## config.mk

```make
export PLATFORM = sky130hd
export DESIGN_NAME = eeg_uart_framer_flat
export DESIGN_NICKNAME = d
export VERILOG_FILES = /design/src/rtl/eeg_pkg.sv /design/src/rtl/eeg_uart_framer_if.sv /design/src/rtl/eeg_sync_fifo.sv /design/src/rtl/eeg_uart_framer.sv /design/src/flat_wrapper.sv
export SDC_FILE = /design/constraint.sdc
export NUM_CORES = 1
export LEC_CHECK = 0
export CAP_MARGIN = 40
export CORE_UTILIZATION = 30
export DETAILED_ROUTE_END_ITERATION = 10
export PLACE_DENSITY_LB_ADDON = 0.25
export SLEW_MARGIN = 20
export SYNTH_ARGS = -nofsm -noshare
export SYNTH_HDL_FRONTEND = slang
export SYNTH_HIERARCHICAL = 1
export SYNTH_SLANG_ARGS = --single-unit
```

## constraint.sdc

```tcl
create_clock -name clk -period 7.9 [get_ports clk]
set_input_delay 2.37 -clock clk [delete_from_list [all_inputs] [get_ports clk]]
set_output_delay 2.37 -clock clk [all_outputs]
set_load 0.02 [all_outputs]
```

## src/rtl/eeg_pkg.sv

```systemverilog
// Shared types and constants for the EEG UART framer: frame layout, FSM states and
// the sample-pair record that travels through the FIFO.
package eeg_pkg;

    localparam logic [7:0] SYNC_BYTE   = 8'hA5;
    localparam int         FRAME_BYTES = 6;

    typedef enum logic [2:0] {
        IDLE,
        LOAD,
        START,
        DATA,
        STOP
    } framer_state_t;

    typedef struct packed {
        logic [15:0] filtered;
        logic [15:0] weight;
    } sample_pair_t;

    // Byte idx of the frame for pair p; the last byte is the XOR of the four payload bytes.
    function automatic logic [7:0] frame_byte(input sample_pair_t p, input logic [2:0] idx);
        logic [7:0] result;
        case (idx)
            3'd0:    result = SYNC_BYTE;
            3'd1:    result = p.filtered[15:8];
            3'd2:    result = p.filtered[7:0];
            3'd3:    result = p.weight[15:8];
            3'd4:    result = p.weight[7:0];
            default: result = p.filtered[15:8] ^ p.filtered[7:0] ^ p.weight[15:8] ^ p.weight[7:0];
        endcase
        return result;
    endfunction

endpackage

```

## src/rtl/eeg_uart_framer_if.sv

```systemverilog
// Valid/ready sample-pair stream from the EEG adaptive filter into the UART framer.
interface eeg_uart_framer_if #(
    parameter int DATA_W = 16
);

    logic              sample_valid;
    logic              sample_ready;
    logic [DATA_W-1:0] filtered_signal;
    logic [DATA_W-1:0] weight;

    modport master (
        output sample_valid,
        output filtered_signal,
        output weight,
        input  sample_ready
    );

    modport slave (
        input  sample_valid,
        input  filtered_signal,
        input  weight,
        output sample_ready
    );

endinterface

```

## src/rtl/eeg_sync_fifo.sv

```systemverilog
// Single-clock FIFO with registered occupancy; a push while full is ignored even if a pop
// happens in the same cycle, since full is decided from the registered count.
module eeg_sync_fifo #(
    parameter int WIDTH = 32,
    parameter int DEPTH = 8
) (
    input  logic             clk,
    input  logic             reset,
    input  logic             push,
    input  logic             pop,
    input  logic [WIDTH-1:0] wr_data,
    output logic [WIDTH-1:0] rd_data,
    output logic             full,
    output logic             empty
);

    localparam int PTR_W = $clog2(DEPTH);
    localparam int CNT_W = PTR_W + 1;

    logic [WIDTH-1:0] mem_q [DEPTH];
    logic [WIDTH-1:0] mem_d [DEPTH];
    logic [PTR_W-1:0] wr_ptr_q, wr_ptr_d;
    logic [PTR_W-1:0] rd_ptr_q, rd_ptr_d;
    logic [CNT_W-1:0] count_q, count_d;
    logic             push_ok;
    logic             pop_ok;

    assign full    = (count_q == CNT_W'(DEPTH));
    assign empty   = (count_q == '0);
    assign rd_data = mem_q[rd_ptr_q];
    assign push_ok = push && !full;
    assign pop_ok  = pop && !empty;

    always_comb begin
        mem_d    = mem_q;
        wr_ptr_d = wr_ptr_q;
        rd_ptr_d = rd_ptr_q;
        count_d  = count_q;
        if (push_ok) begin
            mem_d[wr_ptr_q] = wr_data;
            wr_ptr_d        = wr_ptr_q + PTR_W'(1);
        end
        if (pop_ok) begin
            rd_ptr_d = rd_ptr_q + PTR_W'(1);
        end
        case ({push_ok, pop_ok})
            2'b10:   count_d = count_q + CNT_W'(1);
            2'b01:   count_d = count_q - CNT_W'(1);
            default: count_d = count_q;
        endcase
    end

    // Storage carries no reset; clearing the pointers and count is what discards entries.
    always_ff @(posedge clk) begin
        mem_q <= mem_d;
    end

    always_ff @(posedge clk) begin
        if (reset) begin
            wr_ptr_q <= '0;
            rd_ptr_q <= '0;
            count_q  <= '0;
        end else begin
            wr_ptr_q <= wr_ptr_d;
            rd_ptr_q <= rd_ptr_d;
            count_q  <= count_d;
        end
    end

endmodule

```

## src/rtl/eeg_uart_framer.sv

```systemverilog
// Buffers {filtered, weight} pairs and sends each as a 6-byte UART 8N1 frame
// (A5, F hi, F lo, W hi, W lo, XOR checksum) to the host PC.
module eeg_uart_framer
    import eeg_pkg::*;
#(
    parameter int CLK_DIV    = 434,
    parameter int DATA_W     = 16,
    parameter int FIFO_DEPTH = 8
) (
    input  logic                    clk,
    input  logic                    reset,
    eeg_uart_framer_if.slave        s_if,
    output logic                    tx,
    output logic                    busy,
    output logic                    overflow,
    output logic [15:0]             frame_count
);

    localparam int BAUD_W = $clog2(CLK_DIV);
    localparam logic [BAUD_W-1:0] BAUD_LAST = BAUD_W'(CLK_DIV - 1);

    framer_state_t       state_q, state_d;
    logic [BAUD_W-1:0]   baud_q, baud_d;
    logic [2:0]          bit_q, bit_d;
    logic [2:0]          byte_idx_q, byte_idx_d;
    logic [7:0]          shift_q, shift_d;
    sample_pair_t        frame_q, frame_d;
    logic                tx_q, tx_d;
    logic                overflow_q, overflow_d;
    logic [15:0]         frame_count_q, frame_count_d;

    logic                fifo_push;
    logic                fifo_pop;
    logic                fifo_full;
    logic                fifo_empty;
    logic [2*DATA_W-1:0] fifo_wr_data;
    logic [2*DATA_W-1:0] fifo_rd_data;
    logic                baud_tick;

    assign s_if.sample_ready = !fifo_full;
    assign fifo_push         = s_if.sample_valid && !fifo_full;
    assign fifo_wr_data      = {s_if.filtered_signal, s_if.weight};
    assign baud_tick         = (baud_q == BAUD_LAST);

    eeg_sync_fifo #(
        .WIDTH (2 * DATA_W),
        .DEPTH (FIFO_DEPTH)
    ) u_fifo (
        .clk     (clk),
        .reset   (reset),
        .push    (fifo_push),
        .pop     (fifo_pop),
        .wr_data (fifo_wr_data),
        .rd_data (fifo_rd_data),
        .full    (fifo_full),
        .empty   (fifo_empty)
    );

    always_comb begin
        state_d       = state_q;
        baud_d        = baud_q;
        bit_d         = bit_q;
        byte_idx_d    = byte_idx_q;
        shift_d       = shift_q;
        frame_d       = frame_q;
        frame_count_d = frame_count_q;
        fifo_pop      = 1'b0;
        overflow_d    = overflow_q | (s_if.sample_valid && fifo_full);

        case (state_q)
            IDLE: begin
                if (!fifo_empty) begin
                    fifo_pop   = 1'b1;
                    frame_d    = sample_pair_t'(fifo_rd_data);
                    byte_idx_d = 3'd0;
                    state_d    = LOAD;
                end
            end
            LOAD: begin
                shift_d = frame_byte(frame_q, byte_idx_q);
                baud_d  = '0;
                state_d = START;
            end
            START: begin
                if (baud_tick) begin
                    baud_d  = '0;
                    bit_d   = 3'd0;
                    state_d = DATA;
                end else begin
                    baud_d = baud_q + BAUD_W'(1);
                end
            end
            DATA: begin
                if (baud_tick) begin
                    baud_d  = '0;
                    shift_d = {1'b0, shift_q[7:1]};
                    if (bit_q == 3'd7) begin
                        state_d = STOP;
                    end else begin
                        bit_d = bit_q + 3'd1;
                    end
                end else begin
                    baud_d = baud_q + BAUD_W'(1);
                end
            end
            STOP: begin
                if (baud_tick) begin
                    baud_d = '0;
                    if (byte_idx_q == 3'(FRAME_BYTES - 1)) begin
                        frame_count_d = frame_count_q + 16'd1;
                        state_d       = IDLE;
                    end else begin
                        byte_idx_d = byte_idx_q + 3'd1;
                        state_d    = LOAD;
                    end
                end else begin
                    baud_d = baud_q + BAUD_W'(1);
                end
            end
            default: state_d = IDLE;
        endcase

        // The line is registered, so it follows the state one cycle later.
        case (state_q)
            START:   tx_d = 1'b0;
            DATA:    tx_d = shift_q[0];
            default: tx_d = 1'b1;
        endcase
    end

    always_ff @(posedge clk) begin
        if (reset) begin
            state_q       <= IDLE;
            baud_q        <= '0;
            bit_q         <= '0;
            byte_idx_q    <= '0;
            shift_q       <= '0;
            frame_q       <= '0;
            tx_q          <= 1'b1;
            overflow_q    <= 1'b0;
            frame_count_q <= '0;
        end else begin
            state_q       <= state_d;
            baud_q        <= baud_d;
            bit_q         <= bit_d;
            byte_idx_q    <= byte_idx_d;
            shift_q       <= shift_d;
            frame_q       <= frame_d;
            tx_q          <= tx_d;
            overflow_q    <= overflow_d;
            frame_count_q <= frame_count_d;
        end
    end

    assign tx          = tx_q;
    assign busy        = (state_q != IDLE) || !fifo_empty;
    assign overflow    = overflow_q;
    assign frame_count = frame_count_q;

endmodule

```

## src/flat_wrapper.sv

```systemverilog
// flat-port wrapper written by rule: the top's interface ports become plain ports
module eeg_uart_framer_flat import eeg_pkg::*;
#(
    parameter int CLK_DIV    = 434,
    parameter int DATA_W     = 16,
    parameter int FIFO_DEPTH = 8
)
  (clk, reset, tx, busy, overflow, frame_count, s_if_sample_valid, s_if_filtered_signal, s_if_weight, s_if_sample_ready);
  eeg_uart_framer_if #(.DATA_W(DATA_W)) s_if_i ();
  input  logic clk;
  input  logic reset;
  output logic tx;
  output logic busy;
  output logic overflow;
  output logic [15:0] frame_count;
  input wire logic [$bits(s_if_i.sample_valid)-1:0] s_if_sample_valid;
  input wire logic [$bits(s_if_i.filtered_signal)-1:0] s_if_filtered_signal;
  input wire logic [$bits(s_if_i.weight)-1:0] s_if_weight;
  output wire logic [$bits(s_if_i.sample_ready)-1:0] s_if_sample_ready;
  assign s_if_i.sample_valid = s_if_sample_valid;
  assign s_if_i.filtered_signal = s_if_filtered_signal;
  assign s_if_i.weight = s_if_weight;
  assign s_if_sample_ready = s_if_i.sample_ready;
  eeg_uart_framer #(.CLK_DIV(CLK_DIV), .DATA_W(DATA_W), .FIFO_DEPTH(FIFO_DEPTH)) u_core (.clk(clk), .reset(reset), .s_if(s_if_i), .tx(tx), .busy(busy), .overflow(overflow), .frame_count(frame_count));
endmodule
```

==> out/qor.tcl, run 1 <==
set qor(crit_family) {buffers and inverters}
set qor(critical_path.max_fanout) 6
set qor(cts-resized-gates) 0
set qor(netlist.area_leader.share_pct) 54.3
set qor(met3WireLength_um) 900
set qor(portBuffers) 54
set qor(grt.total_usage_pct) 12.3
set qor(routed_wire_length_per_instance_um) 18.0
set qor(die_width_um) 219
set qor(height_of_the_chip_um) 219
set qor(crit_path_cell_trace) {or4b_1, inv_1, inv_1, clkdlybuf4s50_1}
set qor(power.ir.vdd_worst_mv) 0.153
set qor(synth-async-reset-ratio_pct) 0
set qor(synth_seq_cells) 342
set qor(cts.reportedPaths.clkPinSlew_ns) 0.05
set qor(rsz0062_at_grt) {false}
set qor(fin_crit_ns) 4.68
set qor(finish.utilization_pct) 35.7
set qor(clock_sinks) 342
set qor(globalRoute.totalOverflow) 0
set qor(hold_violations) 0
set qor(dpl_worst_slack_ns) 2.85
set qor(wirelength_met1_mm) 13.7
set qor(postLayoutCellArea_um2) 16600
set qor(mapped_avg_cell_area_um2) 15.4
set qor(initial_antenna_violation_count) 0
set qor(ff_latch_area_um2) 9420
set qor(most_frequent_cell_after_synthesis) {edfxtp_1}
set qor(grt_max_degree) 64
set qor(cts_setup_buffers) 0
set qor(synth_cell_types) 72
set qor(finalHoldWorstSlack_ns) 0.470
set qor(cts_max_path_buffers) 3
set qor(post_synth_inst_count) 919
set qor(slew_of_the_pin_with_the_lowest_slew_margin_ns) 0.751
set qor(totalNegativeSetupSlack_ns) 0
set qor(fin_crit_sh_pct) 59.3
set qor(multiInputGateArea_um2) 4450
set qor(detailedRoute.firstPassIterationCount) 5
set qor(path_class) {register to output pin}
set qor(post_synth_main_area_contributors) {edfxtp_1 54%, dfxtp_1 12%, mux4_2 6.2%}
set qor(design.final.nets) 1030
set qor(worst_case_headroom_to_the_max_slew_limit_pct) 49.9
set qor(vias_per_cell) 4.76
set qor(post_synth_top_cells) {256 x edfxtp_1, 103 x nand2_1, 86 x dfxtp_1}
set qor(grt_pass1_vias) 7713
set qor(maxCapViolations) 0
set qor(p_leak_nw) 5.26
set qor(ctsHoldBuffers) 0
set qor(ant_diodes) 0
set qor(run_status) {completed}
set qor(wl_met2_mm) 13.7
set qor(slowest_delay_ns) 0.71
set qor(clk_root_buffer_cell) {clkbuf_16}
set qor(core_outline_area_um2) 46600
set qor(placed_wire_length_estimate_after_detailed_placement_mm) 17.5
set qor(detail-route-antenna-nets) 0
set qor(htree_levels) 2
set qor(area_delta_synth_final_pct) 17.2
set qor(dpl_cell_area_um2) 15400
set qor(setup_violations) 0
set qor(synth_enable_flop_cells) 256
set qor(worst_ep_arrival_time_ns) 2.31
set qor(fill_cells) 4423
set qor(number_of_buffer_and_inverter_instances_along_the_worst_setup_path) 3
set qor(final.setup_skew_ns) 0.0340
set qor(worst-endpoint-required_ns) 5.53
set qor(synth_seq_area_share_pct) 66.4
set qor(timing.final.max_slew_violations) 0
set qor(die-area_um2) 48100
set qor(boundaryPins) 55
set qor(critPathCaptureType) {output pin}
set qor(power.density_nw_per_um2) 298
set qor(synth_fp_nets) 970
set qor(grt_pass1_wl_mm) 45.2
set qor(critical_path.slowest_cell) {or4b_1}
set qor(synthesis.area_um2) 14200
set qor(synthesis.yosys.warnings) 6
set qor(crit_top_cell) {inv_1}
set qor(worst_hold_path_type) {register to register}
set qor(cts-buffers-inserted) 37
set qor(cp_startpoint_kind) {register}
set qor(timing.final.ws_setup_ns) 3.22
set qor(cts_tree) {done}
set qor(yosys_most_used_dff) {edfxtp_1}
set qor(synthDominantAreaCellType) {edfxtp_1}
set qor(topRoutingLayerUsed) {met4}
set qor(finalWirelength_mm) 29.0
set qor(start_util_pct) 30.4
set qor(vias) 7687
set qor(place_congestion) 0.746
set qor(drc_errors_left) 0
set qor(drt_first_iter_violations) 496
set qor(fraction_of_layout_cells_with_a_size_suffix_above_1_pct) 16.0
set qor(max_freq_mhz) 214
set qor(num_rows) 79
set qor(worstSkewPairLatency_ns) 0.55
where the power goes:
part	switching (mW)	internal, mW
registers	0.144	2.12
clock network	0.691	0.967
logic	0.552	0.482
through the flow:
stage	power, mW	instances
after floorplan	3.08	919
after global placement	3.33	1542
after detailed placement	3.36	1546
after CTS	5.04	1614
after global routing	5.21	1615
final	4.95	1615
cell type report:
| class | count | share of cell area [%] |
|---|---|---|
| well taps | 607 | 4.57 |
| clock buffers | 51 | 6.08 |
| clock inverters | 17 | 0.950 |
| flip-flops and latches | 342 | 56.7 |
| repair buffers | 73 | 4.57 |
| multi-input cells | 511 | 26.8 |
| inverters | 14 | 0.317 |
cells by family (layout without fill, tap and decap cells):
logic type	after synthesis	in the layout	share of synthesized area, %
fa+ha+maj	16	16	1.47
compound gates	114	114	5.22
simple gates	237	237	7.99
buf+inv	66	155	2.49
flops	342	342	66.4
mux	100	100	13.7
xor+xnor	44	44	2.72
path summary, 6_finish.rpt:
check / from / endpoint / slack (ns) / depth (start not counted)
hold / removal: u_core/overflow$_SDFF_PP0_ / u_core/overflow$_SDFF_PP0_ / 0.47 / 2
setup / recovery: u_core/u_fifo/count_q[0]$_SDFFE_PP0P_ / s_if_sample_ready / 3.22 / 4
hold reg to reg: u_core/overflow$_SDFF_PP0_ / u_core/overflow$_SDFF_PP0_ / 0.47 / 2
setup reg to reg: u_core/u_fifo/count_q[0]$_SDFFE_PP0P_ / u_core/u_fifo/count_q[3]$_SDFFE_PP0P_ / 4.33 / 11
sequential cells by signal, indices dropped and copies added, names as in the netlist:
signal,cells
u_core/tx,1
u_core/byte_idx_q,3
u_core/baud_q,9
u_core/overflow,1
u_core/u_fifo/rd_ptr_q,3
u_core/u_fifo/count_q,4
u_core/frame_count,16
u_core/u_fifo/mem_q,256
u_core/u_fifo/wr_ptr_q,3
u_core/frame_q,32
u_core/bit_q,3
u_core/state_q,3
u_core/shift_q,8
cells in the final DEF, fill, tap and decap left out, types with 4 or more instances in the layout:
master	n
a311oi_1	8
a22oi_1	7
o211ai_1	5
nand3_1	22
clkbuf_16	38
clkinv_1	7
ha_1	15
inv_1	13
mux4_2	39
xor2_1	14
xnor2_1	30
mux4_1	25
nor3_2	5
clkbuf_1	12
edfxtp_1	256
o2111ai_1	4
nand2b_1	7
nor2b_1	5
buf_16	4
clkdlybuf4s50_1	53
nor3_1	11
nor4_1	7
a21oi_1	50
o21ai_0	11
dfxtp_1	83
nand2_1	103
buf_4	14
mux2_2	32
nor2_1	48
metal layers:
layer	vias up	global-route usage, %
li1	3670	-
met5	-	0
met1	3860	16.8
met3	51	2.12
met2	106	19.7
met4	0	4.21
worst register-to-register path, cell delays in order, from the launching register on:
cell,delay (ns)
dfxtp_1,0.36
nor4_1,0.49
nand2b_1,0.18
buf_4,0.34
inv_2,0.35
o41a_1,0.30
ha_1,0.25
ha_1,0.32
a21oi_1,0.19
a21oi_1,0.10
or4_1,0.46
a21oi_1,0.16
Note: power is estimated with default switching activity, not from simulation.
==> inputs of run 2 (changes only) <==
- clock period: 7.9 -> 4.5 ns (I/O delays scaled with it)
==> out/qor.tcl, run 2 (synthesized netlist as in run 1, its figures left out) <==
set qor(max_flop_register) {u_core/u_fifo/mem_q}
set qor(maxCapViolations) 0
set qor(drt_first_iter_violations) 537
set qor(timing.final.ws_setup_ns) 0.859
set qor(p_leak_nw) 5.23
set qor(num_rows) 79
set qor(clk_root_buffer_cell) {clkbuf_16}
set qor(cts_tree) {done}
set qor(grt_pass1_wl_mm) 45.1
set qor(path_class) {register to output pin}
set qor(layout_commonest_cell) {edfxtp_1}
set qor(setup_violations) 0
set qor(power.density_nw_per_um2) 523
set qor(ctsHoldBuffers) 0
set qor(core_outline_area_um2) 46600
set qor(rsz0062_at_grt) {false}
set qor(crit-reg2reg-launch) {u_core/state_q[1]$_SDFFE_PP0P_}
set qor(fill_cells) 4469
set qor(final_cell_mix) {256 x edfxtp_1, 103 x nand2_1, 83 x dfxtp_1}
set qor(design.final.nets) 1029
set qor(totalNegativeSetupSlack_ns) 0
set qor(placed_wire_length_estimate_after_detailed_placement_mm) 16.8
set qor(max_freq_mhz) 275
set qor(fin_total_pwr_mw) 8.64
set qor(worst-endpoint-required_ns) 3.15
set qor(ant_diodes) 0
set qor(cts-resized-gates) 0
set qor(finish.utilization_pct) 35.5
set qor(portBuffers) 54
set qor(area_delta_synth_final_pct) 16.8
set qor(grt.total_usage_pct) 12.3
set qor(height_of_the_chip_um) 219
set qor(cts.reportedPaths.clkPinSlew_ns) 0.06
set qor(vias) 7712
set qor(critical_path.max_fanout) 6
set qor(place_congestion) 0.738
set qor(cts_setup_buffers) 0
set qor(worst_ep_arrival_time_ns) 2.29
set qor(slew_of_the_pin_with_the_lowest_slew_margin_ns) 0.753
set qor(finalHoldWorstSlack_ns) 0.472
set qor(multiInputGateArea_um2) 4470
set qor(worstSkewPairLatency_ns) 0.53
set qor(number_of_flip_flops_in_the_largest_register) 256
set qor(htree_levels) 2
set qor(start_util_pct) 30.4
set qor(hold_violations) 0
set qor(dpl_worst_slack_ns) 0.593
set qor(finalWirelength_mm) 28.8
set qor(routed_wire_length_per_instance_um) 17.9
set qor(die-area_um2) 48100
set qor(drc_errors_left) 0
set qor(clock_sinks) 342
set qor(vias_per_cell) 4.78
set qor(worst_case_headroom_to_the_max_slew_limit_pct) 49.8
set qor(timing.final.max_slew_violations) 0
set qor(timing.critical_path.from) {u_core/u_fifo/count_q[0]$_SDFFE_PP0P_}
set qor(globalRoute.totalOverflow) 0
set qor(grt_pass1_vias) 7683
set qor(initial_antenna_violation_count) 0
set qor(detail-route-antenna-nets) 0
set qor(run_status) {completed}
set qor(cts-buffers-inserted) 38
set qor(fin_crit_sh_pct) 80.9
set qor(ff_latch_area_um2) 9420
set qor(cp_startpoint_kind) {register}
set qor(power.ir.vdd_worst_mv) 0.235
set qor(grt_max_degree) 41
set qor(critPathCaptureType) {output pin}
set qor(min_from) {u_core/shift_q[7]$_SDFFE_PP0P_}
set qor(worst_hold_path_type) {register to register}
set qor(boundaryPins) 55
set qor(detailedRoute.firstPassIterationCount) 5
set qor(fin_crit_ns) 3.64
set qor(fraction_of_layout_cells_with_a_size_suffix_above_1_pct) 15.7
set qor(final.setup_skew_ns) 0.00978
set qor(cts_max_path_buffers) 3
set qor(die_width_um) 219
[run 2: per-layer routing]
| metal | up-vias | wire length, µm | global-route usage, % |
|---|---|---|---|
| li1 | 3652 | - | - |
| met1 | 3859 | 13200 | 16.4 |
| met2 | 156 | 13900 | 20.2 |
| met3 | 45 | 1160 | 2.31 |
| met4 | 0 | 603 | 3.56 |
| met5 | - | 0 | 0 |
[run 2: cell type report]
type	instances	area share (%)
timing repair buffer	71	4.24
inverter	14	0.318
multi-input combinational	511	27.0
clock inverter	20	0.991
sequential	342	56.9
tap	607	4.59
clock buffer	47	5.95
[run 2: per-stage QoR]
step	area, µm²	std cells
finish	16500	1612
CTS	16500	1610
floorplan	14200	919
detailed placement	15400	1543
global route	16500	1612
global placement	15300	1542
[run 2: power by group]
group	switching [mW]	leakage [nW]	total [mW]	internal, mW
combinational	0.945	1.64	1.79	0.848
sequential	0.257	3.03	3.98	3.72
clock	1.20	0.563	2.88	1.67
[run 2: final timing paths]
path,cells after the start,to,slack (ns)
max,4,s_if_sample_ready,0.86
min,2,u_core/shift_q[7]$_SDFFE_PP0P_,0.47
max reg2reg,10,u_core/u_fifo/count_q[3]$_SDFFE_PP0P_,1.34
min reg2reg,2,u_core/shift_q[7]$_SDFFE_PP0P_,0.47
[run 2: worst max-delay path, cell delays in order, from the launching register on]
cell and delay [ns]:
dfxtp_1 0.36, or4b_1 0.67, inv_1 0.15, inv_1 0.06, clkdlybuf4s50_1 0.53
